$ cat src/rtl/thermo_level_pkg.sv
// Shared types and helpers for the thermometer level sequencer.
package thermo_level_pkg;

    typedef enum logic [1:0] {ST_IDLE, ST_RAMP, ST_HOLD} state_e;

    localparam int                 LEVEL_W   = 4;
    localparam logic [LEVEL_W-1:0] LEVEL_MAX = 4'd8;

    function automatic logic [LEVEL_W-1:0] clamp_level(input logic [LEVEL_W-1:0] l);
        return (l > LEVEL_MAX) ? LEVEL_MAX : l;
    endfunction

    function automatic logic [7:0] level_to_therm(input logic [LEVEL_W-1:0] l);
        logic [7:0] t;
        for (int i = 0; i < 8; i++) t[i] = (l > LEVEL_W'(i));
        return t;
    endfunction

endpackage

$ cat src/rtl/thermo_tick_gen.sv
// Step prescaler: counts 0..TICK_DIV-1 and emits a one-cycle tick on the wrap.
module thermo_tick_gen #(
    parameter int TICK_DIV = 1000
) (
    input  logic clk,
    input  logic rst_n,
    input  logic ena,
    input  logic clr,
    output logic tick
);

    localparam int            CW   = (TICK_DIV > 1) ? $clog2(TICK_DIV) : 1;
    localparam logic [CW-1:0] LAST = CW'(TICK_DIV - 1);

    logic [CW-1:0] cnt_q, cnt_d;

    assign tick = ena & ~clr & (cnt_q == LAST);

    always_comb begin
        cnt_d = cnt_q + 1'b1;
        if (clr || cnt_q == LAST) cnt_d = '0;
    end

    always_ff @(posedge clk or negedge rst_n) begin
        if (!rst_n)   cnt_q <= '0;
        else if (ena) cnt_q <= cnt_d;
    end

endmodule

$ cat src/rtl/thermo_level_seq.sv
// Animates the thermometer level one step per tick toward a requested target.
// Optional self-sweep mode is enabled with THERMO_LEVEL_SEQ_AUTOSWEEP_EN.
module thermo_level_seq
    import thermo_level_pkg::*;
#(
    parameter int TICK_DIV   = 1000,
    parameter int HOLD_TICKS = 4
) (
    input  logic               clk,
    input  logic               rst_n,
    input  logic               ena,
`ifdef THERMO_LEVEL_SEQ_AUTOSWEEP_EN
    input  logic               sweep_en,
`endif
    input  logic               tgt_valid,
    output logic               tgt_ready,
    input  logic [LEVEL_W-1:0] tgt_level,
    output logic [7:0]         therm,
    output logic [LEVEL_W-1:0] level,
    output logic               busy,
    output logic               done
);

    localparam int HW = (HOLD_TICKS > 0) ? $clog2(HOLD_TICKS + 1) : 1;

    state_e             state_q, state_d;
    logic [LEVEL_W-1:0] level_q, level_d;
    logic [LEVEL_W-1:0] tgt_q, tgt_d;
    logic [HW-1:0]      dwell_q, dwell_d;
    logic [7:0]         therm_q;
    logic               done_q, done_d;
    logic               same_q, same_d;

    logic               req_vld;
    logic [LEVEL_W-1:0] req_lvl;
    logic               clr, tick;

    always_comb begin
`ifdef THERMO_LEVEL_SEQ_AUTOSWEEP_EN
        // External requests win; otherwise bounce between the two ends.
        req_vld = tgt_valid | sweep_en;
        req_lvl = tgt_valid ? clamp_level(tgt_level)
                            : ((level_q < LEVEL_MAX) ? LEVEL_MAX : '0);
`else
        req_vld = tgt_valid;
        req_lvl = clamp_level(tgt_level);
`endif
    end

    assign clr = ena & req_vld & (state_q == ST_IDLE) & (req_lvl != level_q);

    thermo_tick_gen #(.TICK_DIV(TICK_DIV)) u_tick (
        .clk  (clk),
        .rst_n(rst_n),
        .ena  (ena),
        .clr  (clr),
        .tick (tick)
    );

    always_comb begin
        state_d = state_q;
        level_d = level_q;
        tgt_d   = tgt_q;
        dwell_d = dwell_q;
        done_d  = same_q;  // a same-level request completes one cycle after acceptance
        same_d  = 1'b0;
        case (state_q)
            ST_IDLE: begin
                if (req_vld) begin
                    tgt_d = req_lvl;
                    if (req_lvl != level_q) state_d = ST_RAMP;
                    else                    same_d  = 1'b1;
                end
            end
            ST_RAMP: begin
                if (tick) begin
                    if (tgt_q > level_q && level_q < LEVEL_MAX) level_d = level_q + 1'b1;
                    else if (tgt_q < level_q && level_q != '0)  level_d = level_q - 1'b1;
                    if (level_d == tgt_q) begin
                        if (HOLD_TICKS == 0) begin
                            state_d = ST_IDLE;
                            done_d  = 1'b1;
                        end else begin
                            state_d = ST_HOLD;
                            dwell_d = HW'(HOLD_TICKS);
                        end
                    end
                end
            end
            ST_HOLD: begin
                if (tick) begin
                    dwell_d = dwell_q - 1'b1;
                    if (dwell_q == HW'(1)) begin
                        state_d = ST_IDLE;
                        done_d  = 1'b1;
                    end
                end
            end
            default: state_d = ST_IDLE;
        endcase
    end

    always_ff @(posedge clk or negedge rst_n) begin
        if (!rst_n) begin
            state_q <= ST_IDLE;
            level_q <= '0;
            tgt_q   <= '0;
            dwell_q <= '0;
            therm_q <= 8'h00;
            done_q  <= 1'b0;
            same_q  <= 1'b0;
        end else if (ena) begin
            state_q <= state_d;
            level_q <= level_d;
            tgt_q   <= tgt_d;
            dwell_q <= dwell_d;
            therm_q <= level_to_therm(level_d);
            done_q  <= done_d;
            same_q  <= same_d;
        end
    end

    assign tgt_ready = (state_q == ST_IDLE);
    assign busy      = ~tgt_ready;
    assign done      = done_q;
    assign level     = level_q;
    assign therm     = therm_q;

endmodule

$ cat config.mk
export PLATFORM = sky130hd
export DESIGN_NAME = thermo_level_seq
export DESIGN_NICKNAME = d
export VERILOG_FILES = /design/src/rtl/thermo_level_pkg.sv /design/src/rtl/thermo_tick_gen.sv /design/src/rtl/thermo_level_seq.sv
export SDC_FILE = /design/constraint.sdc
export NUM_CORES = 1
export LEC_CHECK = 0
export ABC_AREA = 1
export CAP_MARGIN = 20
export CORE_ASPECT_RATIO = 0.9
export CORE_MARGIN = 8
export CORE_UTILIZATION = 56
export DETAILED_ROUTE_END_ITERATION = 12
export HOLD_SLACK_MARGIN = 0.08
export PLACE_DENSITY = 0.79
export SYNTH_ARGS = -nofsm -noshare
export SYNTH_HDL_FRONTEND = slang
export SYNTH_HIERARCHICAL = 1
export SYNTH_SLANG_ARGS = --single-unit
$ cat constraint.sdc
create_clock -name clk -period 3.2 [get_ports clk]
set_clock_uncertainty 0.1 [all_clocks]
set_input_delay 0.48 -clock clk [delete_from_list [all_inputs] [get_ports clk]]
set_output_delay 0.48 -clock clk [all_outputs]
set_load 0.01 [all_outputs]
==> flow_metrics.env, run 1 <==
export IMPL_status="complete, no violations"
export IMPL_drt_iter0_drc=143
export IMPL_floorplan_die_area_um2=6100
export IMPL_vias=1934
export IMPL_ys_seq_area_frac=0.371
export IMPL_required_ns=3.28
export IMPL_setup_ws_ns=0.280
export IMPL_maxSlewViolCount=0
export IMPL_antenna_found_initial=0
export IMPL_critPathMostFrequentCell="nand2_1"
export IMPL_clkTransAtPathRegs_ns=0.07
export IMPL_setup_violations=0
export IMPL_synth_top_area_frac=0.371
export IMPL_ir_drop_v=0.000406
export IMPL_slowest_delay_ns=0.50
export IMPL_crit_buf_inv=5
export IMPL_numCtsBuffers=5
export IMPL_fmax_ghz=0.343
export IMPL_worstSkewPairLatency_ns=0.28
export IMPL_worst_slew_pin_slew_ns=0.422
export IMPL_syn_area_per_cell_um2=7.44
export IMPL_htree_levels=2
export IMPL_worst_setup_path_start_kind="input pin"
export IMPL_grt_pass1_wl_um=8310
export IMPL_cts_sinks=32
export IMPL_path_class="input pin to flop"
export IMPL_rows=21
export IMPL_fin_crit_sh=0.912
export IMPL_io_buffer_count=22
export IMPL_hold_viol_final=0
export IMPL_pwr_share_comb=0.368
export IMPL_ys_flop_type="dfrtp_1"
export IMPL_cap_violations=0
export IMPL_dpl_cell_area_um2=2480
export IMPL_cts_tree="yes"
export IMPL_ctsLongestPathBuffers=2
export IMPL_post_cts_buffers=0
export IMPL_wl_um=4900
export IMPL_dieHeight_um=74.9
export IMPL_yosysTopAreaCell="dfrtp_1"
export IMPL_hold_path_class="flop to flop"
export IMPL_drive_gt1_frac=0.188
export IMPL_crit_family="buffers and inverters"
export IMPL_synth_warnings=6
export IMPL_path_max_fanout=7
export IMPL_gp_congestion=0.843
export IMPL_switching_share=0.374
export IMPL_async_flop_share=1.00
export IMPL_diodes=0
export IMPL_crit_path_end_kind="flop"
export IMPL_nFillCells=306
export IMPL_grt_total_usage=0.175
export IMPL_vias_per_cell=5.21
export IMPL_slew_headroom=0.719
export IMPL_syn_instance_count=290
export IMPL_wl_per_cell_um=13.2
export IMPL_post_route_min_period_ns=2.92
export IMPL_cp_slowest_cell="clkdlybuf4s50_1"
export IMPL_p_leak_nw=1.29
export IMPL_fp_dieW_um=81.4
export IMPL_clockRootBuffer="clkbuf_8"
export IMPL_setup_tns_ns=0
export IMPL_synthesis_area_um2=2160
export IMPL_seqPwrFrac=0.370
export IMPL_fin_area_um2=2620
export IMPL_drtAntennaViolNets=0
export IMPL_synthesis_nets=307
export IMPL_nNetsFinal=341
export IMPL_gr_total_overflow=0
export IMPL_grt_max_degree=33
export IMPL_area_delta_synth_final_pct=21.4
export IMPL_core_area_um2=3700
export IMPL_utilization=0.707
export IMPL_initial_utilization=0.583
export IMPL_first_pass_iters=4
export IMPL_dp_slack_ns=-0.169
export IMPL_synth_cell_type_count=34
export IMPL_cp_arrival_ns=2.99
export IMPL_synthTopCellsByArea="dfrtp_1 37%, nand2_1 14%, inv_1 5.9%"
export IMPL_p_clk_frac=0.263
export IMPL_ys_ff_latch=32
export IMPL_synth_edf_count=0
export IMPL_drc_errors=0
export IMPL_p_int_uw=917
export IMPL_crit_chain="clkdlybuf4s50_1 -> inv_1 -> nand2_1 -> xor2_1 -> o2111ai_2 -> a21oi_2 -> nor3_1 -> nand2_1 -> inv_1 -> nor4_4 -> inv_1 -> nor2_1 -> buf_4 -> nand2_1 -> o21ai_1 -> nand2_1 -> o21ai_0 -> nand2_1"
export IMPL_grt_pass1_vias=1828
export IMPL_netSwitchingPower_uw=547
export IMPL_io_pins=23
export IMPL_power_density_nw_per_um2=559
export IMPL_dp_hpwl_um=3650
export IMPL_rsz0062_at_grt="false"
==> worst register-to-register path, cell delays in order, from the launching register on <==
cell	delay [ns]
dfrtp_1	0.45
inv_4	0.16
a21oi_1	0.06
a21oi_1	0.14
o2111ai_2	0.17
a21oi_2	0.17
nor3_1	0.07
nand2_1	0.08
inv_1	0.07
nor4_4	0.18
inv_1	0.10
nor2_1	0.12
buf_4	0.15
nand2_1	0.06
o21ai_1	0.15
nand2_1	0.11
o21ai_0	0.16
nand2_1	0.06
==> power groups by stage <==
stage / logic [mW] / clock network, mW / registers, mW
floorplan: 0.362 / 0 / 0.545
global placement: 0.515 / 0 / 0.547
detailed placement: 0.533 / 0 / 0.544
CTS: 0.534 / 0.390 / 0.541
global route: 0.603 / 0.409 / 0.550
finish: 0.538 / 0.385 / 0.541
==> registers in the layout, summed over array words and instances (netlist names) <==
signal,count
u_tick/cnt_q,10
therm,7
level,4
tgt_q,4
dwell_q,3
state_q,2
done,1
same_q,1
==> layer usage <==
metal	global-route usage	share of wire	wire, um	up-vias
li1	-	-	-	992
met1	0.235	0.48	2360	892
met2	0.268	0.45	2210	44
met3	0.0525	0.057	279	6
met4	0.0416	0.0090	44	0
met5	0	0	0	-
==> through the flow <==
stage,instances,total power [mW],hold WS [ns]
2_1_floorplan,290,0.907,0.0844
3_3_place_gp,363,1.06,0.357
3_5_place_dp,363,1.08,0.358
4_1_cts,371,1.47,0.376
5_1_grt,371,1.56,0.427
6_report,371,1.46,0.372
==> Yosys cell counts, drive strengths merged, types with 3 or more instances <==
library cell / number
nand2: 95
inv: 40
dfrtp: 32
nor2: 30
nand3: 29
o21ai: 13
ha: 9
a21oi: 8
nand4: 7
xor2: 6
nor3: 3
==> timing repair <==
item / CTS / global route
setup endpoints to repair: 0 / 14
hold buffers: 0 / 0
gates resized for setup: 0 / 6
endpoints found under the hold margin: 0 / 0
==> area by class of cell <==
class / instances / area [um2] / area share
clock buffers: 5 / 68.8 / 0.0263
flip-flops and latches: 32 / 801 / 0.306
multi-input cells: 213 / 1200 / 0.458
inverters: 41 / 163 / 0.0621
well taps: 46 / 57.6 / 0.0220
clock inverters: 3 / 42.5 / 0.0162
repair buffers: 31 / 288 / 0.110
==> logic make-up after synthesis <==
| logic type | count (synthesis) | synth area share |
|---|---|---|
| simple gates | 168 | 0.384 |
| fa+ha+maj | 9 | 0.0522 |
| compound gates | 28 | 0.0725 |
| flops | 32 | 0.371 |
| buf+inv | 45 | 0.0875 |
| xor+xnor | 8 | 0.0325 |
==> layout by cell type (no fill, tap or decap), drive strengths merged <==
| master | synthesis | final |
|---|---|---|
| or2 | 2 | 2 |
| nand3 | 29 | 29 |
| clkinvlp | 0 | 1 |
| nand4 | 7 | 7 |
| a31oi | 1 | 1 |
| inv | 40 | 40 |
| a21oi | 8 | 8 |
| nor2 | 30 | 30 |
| dfrtp | 32 | 32 |
| o21bai | 2 | 2 |
| buf | 2 | 9 |
| nor4 | 1 | 1 |
| bufinv | 0 | 1 |
| clkdlybuf4s50 | 0 | 22 |
| nand2 | 95 | 95 |
| clkbuf | 2 | 5 |
| o22ai | 1 | 1 |
| clkinv | 1 | 2 |
| o2111ai | 1 | 1 |
| ha | 9 | 9 |
| nor3 | 3 | 3 |
| o21ai | 13 | 13 |
| xor2 | 6 | 6 |
| nand3b | 1 | 1 |
| o211ai | 2 | 2 |
| xnor2 | 2 | 2 |
==> path summary, 6_finish.rpt <==
path | startpoint | to | slack (ns) | cells past startpoint
min reg2reg | dwell_q[1] | dwell_q[1] | 0.37 | 2
min | dwell_q[1] | dwell_q[1] | 0.37 | 2
max | tgt_level[3] | therm[0] | 0.28 | 18
max reg2reg | level[2] | therm[0] | 0.54 | 17
max in group asynchronous | rst_n | u_tick/cnt_q[4] | 2.19 | 2
min in group asynchronous | rst_n | level[0] | 0.50 | 2
Power figures use the tool's default switching activity.
==> run 2, diff against run 1 <==
==> constraint.sdc (replaced) <==
create_clock -name clk -period 3.3 [get_ports clk]
set_clock_uncertainty 0.1 [all_clocks]
set_input_delay 0.495 -clock clk [delete_from_list [all_inputs] [get_ports clk]]
set_output_delay 0.495 -clock clk [all_outputs]
set_load 0.01 [all_outputs]
==> run 2 against run 1 <==
  * First-iteration DRC count increased by 13%
  * Combinational power decreased by 4.6%
  * Cell area decreased by 1.5%
  * Sequential share of layout area increased by 0.46 points
  * Critical endpoint unchanged
  * Critical path type unchanged
  * Highest routed layer unchanged
==> flow_metrics.env, run 2 (synthesized netlist as in run 1, its figures left out) <==
export IMPL_htree_levels=2
export IMPL_drt_iter0_drc=162
export IMPL_crit_path_end_kind="flop"
export IMPL_status="complete, no violations"
export IMPL_dpl_cell_area_um2=2450
export IMPL_path_max_fanout=7
export IMPL_grt_pass1_vias=1888
export IMPL_clockRootBuffer="clkbuf_8"
export IMPL_vias_per_cell=5.24
export IMPL_setup_tns_ns=0
export IMPL_initial_utilization=0.583
export IMPL_slew_headroom=0.728
export IMPL_fin_area_um2=2580
export IMPL_post_route_min_period_ns=3.05
export IMPL_drtAntennaViolNets=0
export IMPL_vias=1929
export IMPL_fp_dieW_um=81.4
export IMPL_nNetsFinal=338
export IMPL_clkTransAtPathRegs_ns=0.07
export IMPL_grt_total_usage=0.177
export IMPL_gp_congestion=0.849
export IMPL_power_density_nw_per_um2=546
export IMPL_largest_reg_flops=10
export IMPL_gr_total_overflow=0
export IMPL_worst_slew_pin_slew_ns=0.408
export IMPL_r2r_cells=15
export IMPL_fin_crit_sh=0.924
export IMPL_nFillCells=294
export IMPL_largest_register="u_tick/cnt_q"
export IMPL_numCtsBuffers=5
export IMPL_hold_viol_final=0
export IMPL_core_area_um2=3700
export IMPL_grt_pass1_wl_um=8350
export IMPL_drc_errors=0
export IMPL_antenna_found_initial=0
export IMPL_cap_violations=0
export IMPL_io_pins=23
export IMPL_ctsLongestPathBuffers=2
export IMPL_dpl_cell_count=360
export IMPL_hold_depth=2
export IMPL_maxSlewViolCount=0
export IMPL_diodes=0
export IMPL_first_pass_iters=4
export IMPL_cts_tree="yes"
export IMPL_cts_sinks=32
export IMPL_hold_path_class="flop to flop"
export IMPL_area_delta_synth_final_pct=19.6
export IMPL_worstSkewPairLatency_ns=0.29
export IMPL_grt_max_degree=33
export IMPL_cp_arrival_ns=3.12
export IMPL_ir_drop_v=0.000374
export IMPL_fmax_ghz=0.328
export IMPL_dieHeight_um=74.9
export IMPL_worst_setup_path_start_kind="input pin"
export IMPL_p_leak_nw=1.27
export IMPL_final_cell_mix="79 x nand2_1, 34 x inv_1, 32 x dfrtp_1"
export IMPL_wl_um=4820
export IMPL_floorplan_die_area_um2=6100
export IMPL_finish_cell_count_without_fillers=368
export IMPL_dp_hpwl_um=3520
export IMPL_post_cts_buffers=0
export IMPL_rsz0062_at_grt="false"
export IMPL_wl_per_cell_um=13.1
export IMPL_final_common_cell="nand2_1"
export IMPL_required_ns=3.38
export IMPL_path_class="input pin to flop"
export IMPL_rows=21
export IMPL_drive_gt1_frac=0.168
export IMPL_setup_violations=0
export IMPL_io_buffer_count=22
run 2: changes by cell type in the layout (fill, tap and decap cells not counted), sizes merged:
cell  before  now
buf        9    6
run 2: report_power, final:
group | internal, mW | total [mW] | switching (mW)
logic | 0.210 | 0.513 | 0.303
registers | 0.454 | 0.526 | 0.0715
clock network | 0.223 | 0.371 | 0.148
total | 0.887 | 1.41 | 0.523
run 2: timing repair:
item / in CTS / in global routing
endpoints found under the setup margin: 0 / 11
resized for setup: 0 / 2
hold buffers: 0 / 0
run 2: final timing paths:
path                               from               to  slack, ns
max in group asynchronous         rst_n       dwell_q[0]       2.29
setup reg to reg               level[2]         therm[0]       0.51
hold / removal               dwell_q[1]       dwell_q[1]       0.37
setup / recovery           tgt_level[3]         therm[0]       0.25
min in group asynchronous         rst_n  u_tick/cnt_q[3]       0.51
hold reg to reg              dwell_q[1]       dwell_q[1]       0.37
run 2: routing by layer:
metal | wire [um] | vias to the layer above | track usage
met3 | 278 | 13 | 0.0585
met1 | 2360 | 873 | 0.231
met5 | 0 | - | 0
li1 | - | 986 | -
met2 | 2060 | 57 | 0.257
met4 | 123 | 0 | 0.0812
run 2: worst max-delay path: stages:
cell	delay, ns
clkdlybuf4s50_1	0.44
inv_1	0.15
nand2_1	0.10
xor2_1	0.15
o2111ai_1	0.14
a21oi_1	0.11
nor3_1	0.32
nand2_1	0.12
inv_1	0.14
nor4_4	0.05
inv_1	0.07
nor2_1	0.04
buf_4	0.14
o21ai_0	0.27
nand2_1	0.13
o21ai_0	0.18
nand2_1	0.06
run 2: layout make-up:
type | count | area, um2 | area share
clock inverters | 3 | 42.5 | 0.0165
repair buffers | 28 | 265 | 0.103
well taps | 46 | 57.6 | 0.0223
flip-flops and latches | 32 | 801 | 0.310
inverters | 41 | 163 | 0.0630
multi-input cells | 213 | 1180 | 0.459
clock buffers | 5 | 68.8 | 0.0267
run 2: per-stage QoR:
| step | power, mW | hold slack (ns) | utilization | setup WS [ns] |
|---|---|---|---|---|
| after detailed placement | 1.04 | 0.358 | 0.663 | -0.138 |
| after global routing | 1.51 | 0.418 | 0.697 | 0.0291 |
| after CTS | 1.42 | 0.375 | 0.693 | 0.131 |
| after global placement | 1.03 | 0.357 | 0.663 | 0.0337 |
| final | 1.41 | 0.370 | 0.697 | 0.251 |
| after floorplan | 0.880 | 0.0994 | - | 0.537 |
==> run 3, diff against run 2 <==
--- a/config.mk
+++ b/config.mk
@@ -11,9 +11,8 @@
 export CORE_MARGIN = 8
 export CORE_UTILIZATION = 56
 export DETAILED_ROUTE_END_ITERATION = 12
-export HOLD_SLACK_MARGIN = 0.08
+export HOLD_SLACK_MARGIN = 0.15
 export PLACE_DENSITY = 0.79
 export SYNTH_ARGS = -nofsm -noshare
 export SYNTH_HDL_FRONTEND = slang
-export SYNTH_HIERARCHICAL = 1
 export SYNTH_SLANG_ARGS = --single-unit
==> run 3 against run 2 <==
  * Setup slack gained 0.51 ns
  * Combinational power shrank 78%
  * Clock power grew 5%
  * First-iteration DRC count grew 12%
  * Non-clock buffer count shrank 3
  * Critical path depth grew 1
  * Core utilization shrank 2.2 points
  * Register-to-register slack gained 0.25 ns
  * Synthesized area shrank 4.1%
  * Total power shrank 30%
  * Critical endpoint is now dwell_q[1]
  * Highest routed layer unchanged
==> flow_metrics.env, run 3 <==
export IMPL_status="complete, no violations"
export IMPL_ys_ff_latch=33
export IMPL_yosysTopAreaCell="dfrtp_1"
export IMPL_io_buffer_count=22
export IMPL_synth_most_common_cell="nand2_1"
export IMPL_vias=1810
export IMPL_gr_total_overflow=0
export IMPL_setup_tns_ns=0
export IMPL_required_ns=3.39
export IMPL_power_density_nw_per_um2=403
export IMPL_htree_levels=2
export IMPL_path_class="flop to flop"
export IMPL_final_cell_mix="85 x nand2_1, 33 x dfrtp_1, 29 x inv_1, 29 x nor2_1, 24 x nand3_1"
export IMPL_cts_sinks=33
export IMPL_wl_um=4280
export IMPL_p_leak_nw=1.20
export IMPL_synth_cell_type_count=33
export IMPL_vias_per_cell=5.16
export IMPL_dp_hpwl_um=3220
export IMPL_fin_crit_sh=0.770
export IMPL_floorplan_die_area_um2=5900
export IMPL_largest_reg_flops=10
export IMPL_crit_path_end_kind="flop"
export IMPL_hold_path_class="flop to flop"
export IMPL_hold_viol_final=0
export IMPL_slew_headroom=0.619
export IMPL_final_common_cell="nand2_1"
export IMPL_drtAntennaViolNets=0
export IMPL_fin_area_um2=2450
export IMPL_nFillCells=308
export IMPL_cts_tree="yes"
export IMPL_synthesis_area_um2=2070
export IMPL_path_max_fanout=7
export IMPL_cap_violations=0
export IMPL_hold_slack_ns=0.374
export IMPL_ir_drop_v=0.000318
export IMPL_wl_per_cell_um=12.2
export IMPL_ys_seq_area_frac=0.399
export IMPL_post_cts_buffers=0
export IMPL_diodes=0
export IMPL_setup_violations=0
export IMPL_first_pass_iters=4
export IMPL_cp_arrival_ns=2.63
export IMPL_synthTopCellsByArea="dfrtp_1 40%, nand2_1 15%, nand3_1 5.8%"
export IMPL_io_pins=23
export IMPL_maxSlewViolCount=0
export IMPL_dieHeight_um=73.7
export IMPL_syn_instance_count=276
export IMPL_worstSkewPairLatency_ns=0.29
export IMPL_grt_pass1_wl_um=7550
export IMPL_drive_gt1_frac=0.105
export IMPL_worst_setup_path_start_kind="flop"
export IMPL_rows=21
export IMPL_synth_edf_count=0
export IMPL_async_flop_share=1.00
export IMPL_syn_area_per_cell_um2=7.50
export IMPL_clockRootBuffer="clkbuf_8"
export IMPL_numCtsBuffers=5
export IMPL_synthesis_nets=293
export IMPL_grt_pass1_vias=1674
export IMPL_finalPower_uw=987
export IMPL_ys_flop_type="dfrtp_1"
export IMPL_nNetsFinal=321
export IMPL_initial_utilization=0.571
export IMPL_core_area_um2=3630
export IMPL_area_delta_synth_final_pct=18.2
export IMPL_grt_total_usage=0.161
export IMPL_synth_warnings=0
export IMPL_drc_errors=0
export IMPL_gp_congestion=0.862
export IMPL_clkTransAtPathRegs_ns=0.08
export IMPL_synth_top_area_frac=0.399
export IMPL_ctsLongestPathBuffers=2
export IMPL_ys_top_cells_by_count="85 x nand2_1, 33 x dfrtp_1, 29 x inv_1, 29 x nor2_1, 24 x nand3_1"
export IMPL_fp_dieW_um=80.1
export IMPL_post_route_min_period_ns=2.54
export IMPL_dpl_cell_area_um2=2330
export IMPL_largest_register="u_tick.cnt_q"
export IMPL_drt_iter0_drc=181
export IMPL_rsz0062_at_grt="false"
export IMPL_antenna_found_initial=0
export IMPL_cts_resized_gates=0
export IMPL_worst_slew_pin_slew_ns=0.568
export IMPL_fmax_ghz=0.393
export IMPL_grt_max_degree=34
export IMPL_ctsHoldBuffers=0
==> run 3: cell types whose count changed after synthesis, moves of 3 or more <==
| cell | change |
|---|---|
| nand2_1 | +6 |
| inv_4 | -3 |
| inv_1 | -5 |
| nor2_2 | -3 |
| nand2_2 | -8 |
| nor2_1 | +7 |
| nand3_2 | -5 |
| o21ai_2 | +4 |
| a21oi_1 | -3 |
| o21ai_0 | -4 |
==> run 3: worst paths after layout <==
check	from	end	slack, ns	cells past startpoint
setup / recovery	level[1]	dwell_q[1]	0.76	18
hold / removal	dwell_q[1]	dwell_q[1]	0.37	2
setup reg to reg	level[1]	dwell_q[1]	0.76	18
hold reg to reg	dwell_q[1]	dwell_q[1]	0.37	2
max in group asynchronous	rst_n	tgt_q[1]	2.29	2
min in group asynchronous	rst_n	u_tick.cnt_q[8]	0.50	2
==> run 3: cell type report <==
| cell class | count | area (um2) | area share |
|---|---|---|---|
| clock inverter | 1 | 30.0 | 0.0123 |
| timing repair buffer | 25 | 243 | 0.0992 |
| inverter | 33 | 136 | 0.0558 |
| multi-input combinational | 206 | 1070 | 0.436 |
| clock buffer | 7 | 86.3 | 0.0353 |
| tap | 46 | 57.6 | 0.0235 |
| sequential | 33 | 826 | 0.338 |
==> run 3: kinds of logic after synthesis <==
kind of cell	count (synthesis)	synth area share
xor+xnor	7	0.0296
buf+inv	37	0.0852
flops	33	0.399
fa+ha+maj	9	0.0544
simple gates	168	0.362
compound gates	22	0.0701
==> run 3: critical path, stage by stage (launching register included) <==
cell and delay (ns):
dfrtp_1 0.47, inv_1 0.18, ha_1 0.35, nand2_1 0.08
nand2_1 0.05, nand2_1 0.13, nand2_1 0.15, nand2_2 0.13
nand2_1 0.05, nand2_1 0.07, nand2_1 0.09, nand2_1 0.06
nand2_1 0.04, nor2_1 0.10, nand2_1 0.07, nand2_2 0.12
nand2_2 0.08, nand2_1 0.07, nand2_1 0.04
==> run 3: per-layer routing <==
metal,routed length [um],share of wire,global-route usage,vias up
met3,185,0.043,0.0355,10
met5,0,0,0,-
met1,2100,0.49,0.218,813
met2,1920,0.45,0.241,42
met4,83,0.019,0.0605,0
li1,-,-,-,945
==> run 3: per-stage QoR <==
stage	worst slack [ns]	utilization	cells
final	0.758	0.675	351
after global routing	0.526	0.675	351
after CTS	0.781	0.675	351
after detailed placement	0.765	0.643	343
after floorplan	1.05	-	276
after global placement	0.839	0.643	343
==> run 3: power breakdown <==
| group | leakage (nW) | internal, mW | switching (mW) |
|---|---|---|---|
| clock network | 0.0585 | 0.246 | 0.144 |
| registers | 0.404 | 0.444 | 0.0374 |
| logic | 0.735 | 0.0542 | 0.0606 |
